### config.mk
export PLATFORM = sky130hd
export DESIGN_NAME = uart_rx
export DESIGN_NICKNAME = d
export VERILOG_FILES = /design/src/rtl/uart_pkg.sv /design/src/rtl/sync_chain.sv /design/src/rtl/uart_rx.sv
export SDC_FILE = /design/constraint.sdc
export NUM_CORES = 1
export LEC_CHECK = 0
export ABC_CLOCK_PERIOD_IN_PS = 3600
export CORE_UTILIZATION = 60
export DETAILED_ROUTE_END_ITERATION = 10
export PLACE_DENSITY = 0.84
export RECOVER_POWER = 50
export SLEW_MARGIN = 20
export SYNTH_ARGS = -nofsm -noshare
export SYNTH_HDL_FRONTEND = slang
export SYNTH_SLANG_ARGS = --single-unit
### constraint.sdc
create_clock -name clk -period 3.6 [get_ports clk]
set_clock_uncertainty 0.15 [all_clocks]
set_input_delay 1.08 -clock clk [delete_from_list [all_inputs] [get_ports clk]]
set_output_delay 1.08 -clock clk [all_outputs]
set_load 0.005 [all_outputs]
### src/rtl/uart_pkg.sv
// Definitions shared by the UART receiver and transmitter: state encoding,
// default frame parameters and a counter-width helper.
package uart_pkg;

  typedef enum logic [2:0] {
    IDLE  = 3'd0,
    START = 3'd1,
    DATA  = 3'd2,
    STOP  = 3'd3,
    BREAK = 3'd4
  } uart_state_e;

  localparam int unsigned DEFAULT_CLKS_PER_BIT = 32'd87;
  localparam int unsigned DEFAULT_DATA_BITS    = 32'd8;

  // Width of a counter that must reach n-1; never narrower than one bit.
  function automatic int unsigned cnt_width(input int unsigned n);
    if (n <= 32'd2) begin
      return 32'd1;
    end else begin
      return $clog2(n);
    end
  endfunction

endpackage

### src/rtl/sync_chain.sv
// Multi-flop synchroniser for an asynchronous pad input; the reset value is a
// parameter so idle-high lines do not see a false edge out of reset.
module sync_chain #(
  parameter int unsigned STAGES    = 32'd2,
  parameter logic        RESET_VAL = 1'b1
) (
  input  logic clk,
  input  logic rst_n,
  input  logic d_i,
  output logic q_o
);

  logic [STAGES-1:0] sync_q;

  // Shift the pad value through the chain.
  always_ff @(posedge clk or negedge rst_n) begin
    if (!rst_n) begin
      sync_q <= {STAGES{RESET_VAL}};
    end else begin
      sync_q <= {sync_q[STAGES-2:0], d_i};
    end
  end

  assign q_o = sync_q[STAGES-1];

endmodule

### src/rtl/uart_rx.sv
// UART receiver: synchronised input, mid-bit sampling with a cycle counter,
// and a valid/ready holding register with framing-error and overrun pulses.
module uart_rx
  import uart_pkg::*;
#(
  parameter int unsigned CLKS_PER_BIT = DEFAULT_CLKS_PER_BIT,
  parameter int unsigned DATA_BITS    = DEFAULT_DATA_BITS,
  parameter int unsigned SYNC_STAGES  = 32'd2
) (
  input  logic                 clk,
  input  logic                 rst_n,
  input  logic                 rx_pin,
  output logic [DATA_BITS-1:0] rx_data,
  output logic                 rx_valid,
  input  logic                 rx_ready,
  output logic                 frame_err,
  output logic                 overrun,
  output logic                 busy
);

  localparam int unsigned   CW        = cnt_width(CLKS_PER_BIT);
  localparam int unsigned   IW        = cnt_width(DATA_BITS + 32'd1);
  localparam logic [CW-1:0] HALF_LAST = CW'(CLKS_PER_BIT / 32'd2 - 32'd1);
  localparam logic [CW-1:0] BIT_LAST  = CW'(CLKS_PER_BIT - 32'd1);
  localparam logic [IW-1:0] IDX_LAST  = IW'(DATA_BITS - 32'd1);

  uart_state_e          state_q, state_d;
  logic [CW-1:0]        cnt_q, cnt_d;
  logic [IW-1:0]        idx_q, idx_d;
  logic [DATA_BITS-1:0] shift_q, shift_d;
  logic [DATA_BITS-1:0] data_q, data_d;
  logic                 valid_q, valid_d;
  logic                 ferr_q, ferr_d;
  logic                 ovr_q, ovr_d;
  logic                 busy_q, busy_d;
  logic                 arm_q, arm_d;
  logic                 rx_s;
  logic                 deliver_s;

  sync_chain #(
    .STAGES    (SYNC_STAGES),
    .RESET_VAL (1'b1)
  ) u_sync (
    .clk   (clk),
    .rst_n (rst_n),
    .d_i   (rx_pin),
    .q_o   (rx_s)
  );

  // Frame sequencing plus delivery/consumption of the holding register.
  always_comb begin
    state_d   = state_q;
    cnt_d     = cnt_q + CW'(1);
    idx_d     = idx_q;
    shift_d   = shift_q;
    data_d    = data_q;
    valid_d   = valid_q;
    ferr_d    = 1'b0;
    ovr_d     = 1'b0;
    deliver_s = 1'b0;
    // Arming needs a high line first so a line held low through reset cannot start a frame.
    arm_d     = arm_q | rx_s;

    case (state_q)
      IDLE: begin
        cnt_d = '0;
        idx_d = '0;
        if (arm_q && !rx_s) begin
          state_d = START;
        end else begin
          state_d = IDLE;
        end
      end
      START: begin
        if (cnt_q == HALF_LAST) begin
          cnt_d   = '0;
          state_d = rx_s ? IDLE : DATA;
        end else begin
          state_d = START;
        end
      end
      DATA: begin
        if (cnt_q == BIT_LAST) begin
          cnt_d   = '0;
          shift_d = {rx_s, shift_q[DATA_BITS-1:1]};
          if (idx_q == IDX_LAST) begin
            state_d = STOP;
          end else begin
            idx_d = idx_q + IW'(1);
          end
        end else begin
          state_d = DATA;
        end
      end
      STOP: begin
        if (cnt_q == BIT_LAST) begin
          cnt_d = '0;
          if (rx_s) begin
            deliver_s = 1'b1;
            state_d   = IDLE;
          end else begin
            ferr_d  = 1'b1;
            state_d = BREAK;
          end
        end else begin
          state_d = STOP;
        end
      end
      BREAK: begin
        cnt_d = '0;
        if (rx_s) begin
          state_d = IDLE;
        end else begin
          state_d = BREAK;
        end
      end
      default: begin
        state_d = IDLE;
        cnt_d   = '0;
        idx_d   = '0;
      end
    endcase

    if (deliver_s) begin
      if (!valid_q || rx_ready) begin
        data_d  = shift_q;
        valid_d = 1'b1;
      end else begin
        ovr_d = 1'b1;
      end
    end else if (valid_q && rx_ready) begin
      valid_d = 1'b0;
    end else begin
      valid_d = valid_q;
    end

    busy_d = (state_d != IDLE);
  end

  // State and output registers.
  always_ff @(posedge clk or negedge rst_n) begin
    if (!rst_n) begin
      state_q <= IDLE;
      cnt_q   <= '0;
      idx_q   <= '0;
      shift_q <= '0;
      data_q  <= '0;
      valid_q <= 1'b0;
      ferr_q  <= 1'b0;
      ovr_q   <= 1'b0;
      busy_q  <= 1'b0;
      arm_q   <= 1'b0;
    end else begin
      state_q <= state_d;
      cnt_q   <= cnt_d;
      idx_q   <= idx_d;
      shift_q <= shift_d;
      data_q  <= data_d;
      valid_q <= valid_d;
      ferr_q  <= ferr_d;
      ovr_q   <= ovr_d;
      busy_q  <= busy_d;
      arm_q   <= arm_d;
    end
  end

  assign rx_data   = data_q;
  assign rx_valid  = valid_q;
  assign frame_err = ferr_q;
  assign overrun   = ovr_q;
  assign busy      = busy_q;

endmodule

==> impl_metrics.py <==
metrics = {
    "outcome": {
        "status": "finished, violations left",
        "failed_checks": "max-capacitance violations, max-slew violations",
    },
    "critical_path": {
        "required_ps": 3550,
        "critical_path_class": "primary input to asynchronous set/reset pin",
        "worstPathArrival_ps": 2440,
        "path_buf_inv": 1,
        "cp_max_fo": 37,
        "crit_family": "buffers and inverters",
        "slowest_delay_ps": 1340,
        "critPathCaptureType": "asynchronous set/reset pin",
        "cp_cell_sequence": "clkbuf_1",
        "cpMaxStageDelayCell": "clkbuf_1",
        "crit_path_start_kind": "primary input",
    },
    "timing": {
        "setup_viol": 0,
        "whs_ps": 226.2,
        "tns_ps": 0,
        "fin_crit_ps": 2489,
        "worst_pin_slew_ps": 1906,
        "grt_setup_unrepaired": "false",
        "fmax_mhz": 401.7,
        "hold_viol_final": 0,
        "relSlewSlack_pct": -27.08,
        "period_share_pct": 69.14,
        "slew_viol_final": 38,
    },
    "yosys": {
        "syn_area_um2": 1673,
        "yosys_most_used_dff": "dfrtp_1",
        "synth_nets": 140,
        "syn_avg_cell_area_um2": 12.58,
        "async_flop_share_pct": 100.0,
        "yosysTopAreaCell": "dfrtp_1",
        "synth_area_leaders": "dfrtp_1 52%, mux2_2 11%, dfstp_2 3.1%",
        "ys_ff_latch": 37,
        "synth-edff-count": 0,
        "yosys.area.top_type_share_pct": 52.36,
        "synth_cell_types": 43,
        "yosysSeqAreaShare_pct": 55.50,
        "syn_inst": 133,
        "yosys_warnings": 0,
    },
    "route": {
        "post-route-drc-count": 0,
        "drt_iter0_drc": 12,
        "drt-total-wl_mm": 3.006,
        "wl_per_cell_um": 16.52,
        "vias": 1083,
        "ant_nets": 0,
        "first_pass_iters": 4,
        "vias_per_cell": 5.951,
    },
    "power": {
        "seq_power_share_pct": 52.7,
        "p_int_mw": 0.6982,
        "p_comb_share_pct": 16.6,
        "p_clk_share_pct": 30.7,
        "p_switching_mw": 0.2921,
        "p_leak_nw": 0.8969,
        "power_density_nw_per_um2": 516.3,
        "swShare_pct": 29.50,
        "worst_ir_drop_vdd_mv": 0.4903,
    },
    "floorplan": {
        "std_cell_rows": 18,
        "die_y_um": 54.80,
        "dieArea_um2": 3003,
        "initial_core_util_pct": 65.73,
        "io_pins": 16,
        "die_width_um": 54.80,
        "core_um2": 2545,
    },
    "finish": {
        "design_area_um2": 1918,
        "antennaDiodeCount": 0,
        "drive_gt1_share_pct": 22.37,
        "nets": 158,
        "utilization_pct": 75.37,
        "fillers": 167,
        "syn2layout_area_growth_pct": 14.66,
    },
    "clock_network": {
        "cts_sinks": 37,
        "cts_inserted_buffers": 5,
        "post_cts_buffers": 0,
        "clk_pin_slew_ps": 110,
        "clockRootBuffer": "clkbuf_4",
        "cts_hold_buf": 0,
        "cts_resized": 0,
        "clock_latency_ps": 340,
        "clk_path_buf_depth": 2,
        "h-tree-depth": 2,
        "cts_tree": "built",
    },
    "place": {
        "placement.io_buffers": 15,
        "postPlaceCellArea_um2": 1831,
        "finalWeightedCongestion": 0.8449,
        "hpwl_mm": 1.990,
    },
    "global_route": {
        "antenna_found_initial": 0,
        "grt.total_usage_pct": 24.25,
        "overflow": 0,
        "grt_pass1_wl_mm": 4.830,
        "grt_max_degree": 38,
        "grt_pass1_vias": 1047,
    },
    "min_path": {
        "hold_class": "flip-flop to flip-flop",
    },
    "flow_run": {
        "maxCapViolCount": 1,
    },
}
## per-layer routing
metal,up-vias,wire length [um],global-route usage (%)
met5,-,0,0
met4,0,38,14.10
met2,25,1452,37.35
met3,4,153,6.389
li1,521,-,-
met1,533,1363,30.45
## logic make-up after synthesis
kind of cell    Yosys count  synth area share [%]
compound gates           15                 6.881
buf+inv                   6                 1.944
xor+xnor                  5                 2.618
flops                    37                 55.50
mux                      16                 10.77
simple gates             51                 20.05
fa+ha+maj                 3                 2.244
## sequential cells by signal (all words and copies together) (netlist names), 2 cells and up
name           flops
rx_data            8
shift_q            8
cnt_q              7
idx_q              4
state_q            3
u_sync.sync_q      2
## Yosys cell counts (2+ instances only)
cell type / count
nor2b_1: 2
dfrtp_1: 35
and3_1: 3
inv_1: 2
nand2_1: 6
ha_1: 3
nor3_1: 10
nand2b_1: 4
xnor2_1: 3
a21oi_1: 3
xor2_1: 2
nand3b_1: 2
o2bb2ai_1: 2
dfstp_2: 2
o21ai_0: 3
nor2_1: 5
mux2_2: 16
nand3_1: 4
or4_4: 2
## through the flow
step	worst slack [ps]	instances	total power, mW
2_1_floorplan	1485	133	0.6478
3_3_place_gp	935.3	174	0.6808
3_5_place_dp	866.0	174	0.6923
4_1_cts	1113	182	0.9995
5_1_grt	616.4	182	1.046
6_report	1111	182	0.9902
## power groups by stage
stage	Sequential, mW	Clock (mW)	Combinational, mW
after floorplan	0.506	0	0.142
after global placement	0.525	0	0.156
after detailed placement	0.529	0	0.163
after CTS	0.521	0.313	0.165
after global routing	0.530	0.327	0.190
final	0.522	0.304	0.164
## worst paths after layout
kind,cells past startpoint,start,slack (ps),to
setup / recovery,1,rst_n,1110,cnt_q[2]
hold / removal,0,u_sync.sync_q[0],230,u_sync.sync_q[1]
setup reg to reg,6,cnt_q[0],1420,rx_data[5]
hold reg to reg,0,u_sync.sync_q[0],230,u_sync.sync_q[1]
max in group clk,1,rx_data[7],1140,rx_data[7]
min in group asynchronous,1,rst_n,1100,state_q[2]
## layout by cell type (no fill, tap or decap), types with 2 or more instances in the layout
master / netlist / layout
mux2_2: 16 / 16
or4_4: 2 / 2
nand3_1: 4 / 4
xor2_1: 2 / 2
nor2_1: 5 / 5
ha_1: 3 / 3
clkdlybuf4s50_1: 0 / 12
o21ai_0: 3 / 3
o2bb2ai_1: 2 / 2
nand2b_1: 4 / 4
nand3b_1: 2 / 2
xnor2_1: 3 / 3
clkbuf_4: 0 / 5
dfrtp_1: 35 / 35
nor2b_1: 2 / 2
nand2_1: 6 / 6
dlygate4sd3_1: 0 / 2
and3_1: 3 / 3
a21oi_1: 3 / 3
inv_1: 2 / 2
nor3_1: 10 / 10
## area by class of cell
| class | instances | area (um2) | share of cell area, % |
|---|---|---|---|
| flip-flops and latches | 37 | 928.4 | 48.40 |
| multi-input cells | 90 | 711.9 | 37.12 |
| repair buffers | 15 | 143.9 | 7.502 |
| clock buffers | 6 | 51.30 | 2.674 |
| clock inverters | 2 | 37.54 | 1.957 |
| well taps | 30 | 37.54 | 1.957 |
| inverters | 2 | 7.507 | 0.3914 |
Note: power is estimated with default switching activity, not from simulation.
